File: config.mk
export PLATFORM = sky130hd
export DESIGN_NAME = d_fifo_flex
export DESIGN_NICKNAME = d
export VERILOG_FILES = /design/src/rtl/d_fifo_flex.sv
export SDC_FILE = /design/constraint.sdc
export NUM_CORES = 1
export LEC_CHECK = 0
export ABC_AREA = 1
export CAP_MARGIN = 0
export CORE_UTILIZATION = 49
export DETAILED_ROUTE_END_ITERATION = 10
export GPL_ROUTABILITY_DRIVEN = 0
export HOLD_SLACK_MARGIN = 0.03
export PLACE_DENSITY = 0.76
export SLEW_MARGIN = 10
export SYNTH_ARGS = -nofsm -noshare
export SYNTH_HDL_FRONTEND = slang
export SYNTH_SLANG_ARGS = --single-unit
File: constraint.sdc
create_clock -name clock -period 4.7 [get_ports clock]
set_input_delay 0.47 -clock clock [delete_from_list [all_inputs] [get_ports clock]]
set_output_delay 0.47 -clock clock [all_outputs]
set_load 0.05 [all_outputs]
File: src/rtl/d_fifo_flex.sv
// d_fifo_flex: parametrised valid/ready FIFO with occupancy count, full/empty and
// programmable almost-full/almost-empty flags, plus a synchronous flush.
// Latency: 1 cycle write-to-read (first-word-fall-through, empty queue never bypassed).
// Backpressure: io_din_r low when full, in reset or while flushing; it never looks at io_dout_r.
module d_fifo_flex #(
    parameter int DATA_WIDTH = 32,
    parameter int FIFO_DEPTH = 32,
    parameter int AF_LEVEL   = FIFO_DEPTH - 4,
    parameter int AE_LEVEL   = 2,
    localparam int CW        = $clog2(FIFO_DEPTH) + 1
) (
    input  logic                  clock,
    input  logic                  reset,
    input  logic [DATA_WIDTH-1:0] io_din,
    input  logic                  io_din_v,
    output logic                  io_din_r,
    output logic [DATA_WIDTH-1:0] io_dout,
    output logic                  io_dout_v,
    input  logic                  io_dout_r,
    input  logic                  io_flush,
    output logic [CW-1:0]         io_count,
    output logic                  io_full,
    output logic                  io_empty,
    output logic                  io_almost_full,
    output logic                  io_almost_empty
);

    // Pointers are exactly log2(depth) bits so they wrap modulo depth for free;
    // the count carries one extra bit so that "full" is distinguishable from "empty".
    localparam int            AW      = $clog2(FIFO_DEPTH);
    localparam logic [CW-1:0] DEPTH_C = CW'(FIFO_DEPTH);
    localparam logic [CW-1:0] AF_C    = CW'(AF_LEVEL);
    localparam logic [CW-1:0] AE_C    = CW'(AE_LEVEL);

    logic [DATA_WIDTH-1:0] mem_q [FIFO_DEPTH];
    logic [AW-1:0]         wr_ptr_q, wr_ptr_d;
    logic [AW-1:0]         rd_ptr_q, rd_ptr_d;
    logic [CW-1:0]         count_q,  count_d;

    logic                  wr_fire;
    logic                  rd_fire;

    // Handshakes are decoded from registered count only. Gating both with flush
    // means a flush cycle moves no data; reset additionally holds off writers.
    // A full queue refuses writes even when a read is leaving the same cycle,
    // which keeps io_din_r free of any path from io_dout_r.
    assign io_din_r  = !reset && !io_flush && (count_q != DEPTH_C);
    assign io_dout_v = !io_flush && (count_q != '0);

    assign wr_fire   = io_din_v && io_din_r;
    assign rd_fire   = io_dout_v && io_dout_r;

    // Head of queue is shown only while valid; zeros otherwise so stale storage
    // (which flush/reset deliberately leave in place) never leaks downstream.
    assign io_dout   = io_dout_v ? mem_q[rd_ptr_q] : '0;

    // Status flags are plain decodes of the registered count, no hysteresis.
    assign io_count        = count_q;
    assign io_full         = (count_q == DEPTH_C);
    assign io_empty        = (count_q == '0);
    assign io_almost_full  = (count_q >= AF_C);
    assign io_almost_empty = (count_q <= AE_C);

    // Storage write; contents survive flush and reset by design.
    always_ff @(posedge clock) begin
        if (wr_fire) begin
            mem_q[wr_ptr_q] <= io_din;
        end
    end

    // Next-state for pointers and occupancy.
    always_comb begin
        wr_ptr_d = wr_ptr_q;
        rd_ptr_d = rd_ptr_q;
        count_d  = count_q;

        if (wr_fire) begin
            wr_ptr_d = wr_ptr_q + AW'(1);
        end
        if (rd_fire) begin
            rd_ptr_d = rd_ptr_q + AW'(1);
        end

        unique case ({wr_fire, rd_fire})
            2'b10:   count_d = count_q + CW'(1);
            2'b01:   count_d = count_q - CW'(1);
            default: count_d = count_q;
        endcase
    end

    // Pointer/count registers; reset and flush both empty the queue at the next edge.
    always_ff @(posedge clock) begin
        if (reset || io_flush) begin
            wr_ptr_q <= '0;
            rd_ptr_q <= '0;
            count_q  <= '0;
        end else begin
            wr_ptr_q <= wr_ptr_d;
            rd_ptr_q <= rd_ptr_d;
            count_q  <= count_d;
        end
    end

endmodule

==> summary.log <==
qor: global_route.grt_start_max_net_pins 192
qor: worst_setup_path.reg2regPathDepth 9
qor: power.combinationalPowerShare 0.041
qor: detailed_routing.detail-route-antenna-nets 0
qor: layout.final_layout_size_suffix_gt1_frac 0.08609
qor: timing.timing.final.max_slew_violations 0
qor: layout.multi_input_area 10680 µm²
qor: place.port_buffers 80
qor: power.p_seq_frac 0.554
qor: detailed_routing.vias 29230
qor: detailed_routing.post_route_drc 0
qor: clock_tree.ctsRootBufferMaster clkbuf_16
qor: timing.final.setup_skew 0.02568 ns
qor: place.place_ws 0.9368 ns
qor: timing.max-slew-margin-rel 0.1404
qor: detailed_routing.avgViaCountPerCell 5.670
qor: floorplan.coreArea 88240 µm²
qor: clock_tree.cts_made_buffers 100
qor: global_route.grt_first_pass_wirelength 169.1 mm
qor: hold_path.hold_path.class in2reg
qor: global_route.grt_antenna_before_repair 9
qor: synth.yosys_warnings 0
qor: floorplan.die-height 300.2 µm
qor: clock_tree.cts_tree built
qor: layout.final_cell_count_without_fillers 5155
qor: worst_setup_path.worst_setup_path_end_kind output port
qor: place.dpl_cell_area 45770 µm²
qor: global_route.first_global_vias 27750
qor: place.dp_hpwl 60.94 mm
qor: detailed_routing.detail_route.iter0.violations 4081
qor: synth.yosys.area.top_type_share 0.7057
qor: synth.synth-seq-area-share 0.7153
qor: timing.final-hold-violation-count 0
qor: timing.hold_slack 0.3853 ns
qor: synth.synth.most_common_cell edfxtp_1
qor: synth.netlist-cell-type-count 29
qor: clock_tree.holdBufCountCts 0
qor: worst_setup_path.crit_path_start_kind flip-flop
qor: power.p_sw_frac 0.2119
qor: timing.fin_crit 4.290 ns
qor: layout.postLayoutCoreUtil 0.5528
qor: floorplan.die_w 300.2 µm
qor: layout.register_area 31190 µm²
qor: place.post-place-cells 4968
qor: timing.timing.final.setup_violations 0
qor: synth.synth.cell_area 43580 µm²
qor: timing.setup_tns 0 ns
qor: layout.fillCellCount 6988
qor: synth.top_area_cells_in_the_synthesized_netlist edfxtp_1 (71%), nand2_1 (7.5%), nor2_1 (5.3%)
qor: floorplan.initial_util 0.4938
qor: synth.synthCells 3874
qor: clock_tree.clk_lat_worst_skew 0.67 ns
qor: floorplan.placement_rows 109
qor: power.p_total 18.51 mW
qor: clock_tree.clkTransAtPathRegs 0.06 ns
qor: synth.synthesis_stage_register_bit_count 1045
qor: timing.grt_setup_unrepaired no
qor: worst_setup_path.critical_path_arrival 3.82 ns
qor: timing.postLayoutSetupSlackWorst 0.4101 ns
qor: status.status complete, no violations
qor: hold_path.worst_hold_path_depth 1
qor: timing.post-route-period-util 0.9128
qor: global_route.grt.overflow.total 0
qor: synth.synth.avg_cell_area 11.25 µm²
qor: synth.mappedNetlistNets 3919
qor: worst_setup_path.worstReg2RegStart io_count[3]
qor: power.pwr_density_cell 379.5 nW/µm²
qor: synth.asyncSetResetFlopFracSynth 0
qor: floorplan.floorplan.io_pins 81
qor: synth.ys.flop_type edfxtp_1
qor: timing.maxClockFrequency 0.2331 GHz
qor: layout.layout-area-overhead-vs-synth 11.94%
qor: detailed_routing.drt_pre_antenna_iters 6
qor: detailed_routing.wl_per_cell 21.94 µm
qor: synth.synth_largest_area_cell edfxtp_1
qor: worst_setup_path.worst-endpoint-required 4.23 ns
qor: power.p_clk_frac 0.405
qor: synth.synth_edf_count 1024
qor: synth.netlist_top_cells_count edfxtp_1 (1024), nand2_1 (876), nor2_1 (617), nand3_1 (456), inv_1 (214)
qor: worst_setup_path.setup.worst_path.class reg2out
qor: layout.final_nets 3950
qor: timing.worst_tran_pin_value 1.285 ns
qor: clock_tree.cts_sinks 1045
qor: layout.final_cell_area 48780 µm²
qor: worst_setup_path.critical_path.max_fanout 141
qor: power.power_report.internal_total 14.59 mW
qor: power.power.ir.vdd_worst 0.3036 mV
qor: global_route.global_route.usage.total 0.2501
qor: detailed_routing.postRouteWirelength 113.1 mm
qor: clock_tree.htree_levels 3
qor: power.power.net_switching 3.924 mW
qor: power.reported_leakage_power 17.59 nW
qor: floorplan.dieArea 90130 µm²
qor: worst_setup_path.regToRegEndpoint mem_q[25][17]
qor: clock_tree.cts_max_path_buffers 3
qor: run.number_of_maximum_capacitance_constraint_violations 0
qor: worst_setup_path.reg2reg_slack 1.21 ns
qor: worst_setup_path.worstSetupEndpoint io_dout[6]
[final cells by class]
cell class,count,share of cell area
repair buffers,154,0.03283
flip-flops and latches,1045,0.6393
diodes,6,0.0003078
inverters,217,0.01719
well taps,1165,0.02988
clock buffers,123,0.05351
multi-input cells,2387,0.2189
clock inverters,58,0.008054
[layer usage]
layer,global-route usage,vias to the layer above,part of all wire
li1,-,13270,-
met4,0.1034,2,0.035
met2,0.3833,1728,0.45
met3,0.04350,257,0.12
met5,0,-,0.000071
met1,0.3552,13970,0.39
[registers in the layout, indices dropped and copies added (netlist names), named ones only]
name / flops
mem_q: 1024
rd_ptr_q: 5
wr_ptr_q: 5
io_count: 6
[repair_timing]
| action | in CTS | in global routing |
|---|---|---|
| endpoints found under the setup margin | 0 | 1 |
| endpoints found under the hold margin | 0 | 0 |
| gates resized for setup | 0 | 1 |
| setup buffers | 0 | 0 |
[logic make-up after synthesis]
logic type,count (synthesis),synth area share
AOI/OAI and AO/OA,318,0.03988
xor gates and xnor gates,8,0.001608
adders and majority gates,8,0.002297
buffers and inverters,442,0.04502
DFF,1045,0.7153
and+or+nand+nor,2053,0.1959
[placed cells by master (no fill, tap or decap), types with 4 or more instances in the layout]
cell type,instances
edfxtp_1,1024
clkbuf_1,22
clkinv_2,21
o21ai_0,161
bufinv_16,4
dfxtp_4,4
or2_0,32
nand2_1,876
ha_1,8
clkdlybuf4s50_1,50
clkinv_1,28
xnor2_1,5
inv_1,211
o211ai_1,55
nor2_1,588
o21ai_1,79
nor2_4,29
nand3_1,456
a21oi_1,19
or2_2,64
diode_2,6
buf_12,26
buf_4,76
dfxtp_1,16
clkbuf_16,101
[power groups by stage]
stage          registers [mW]  logic, mW  clock network (mW)
6_report                 10.3      0.766                7.49
5_1_grt                  10.3      0.827                7.89
4_1_cts                  10.3      0.759                7.55
3_5_place_dp             10.5      0.754                   0
3_3_place_gp             10.5      0.739                   0
2_1_floorplan            10.5      0.421                   0
[worst min-delay path by stage]
stage                        end   startpoint  slack [ns]
global placement       flip-flop  rd_ptr_q[4]        0.48
finish              mem_q[7][19]   io_din[19]        0.39
CTS                    flip-flop  rd_ptr_q[4]        0.51
detailed placement     flip-flop  rd_ptr_q[4]        0.50
floorplan              flip-flop  rd_ptr_q[4]        0.47
global route        mem_q[6][13]   io_din[13]        0.40
[worst max-delay path, stage by stage, from the launching register on]
cell     delay (ns)
dfxtp_4        0.52
inv_12         0.46
buf_4          0.41
o21ai_0        0.18
o21ai_1        0.20
nor2_1         0.07
nor2_1         0.13
nor2_1         0.06
nor2_1         0.57
buf_4          0.33
Note: power is estimated with default switching activity, not from simulation.
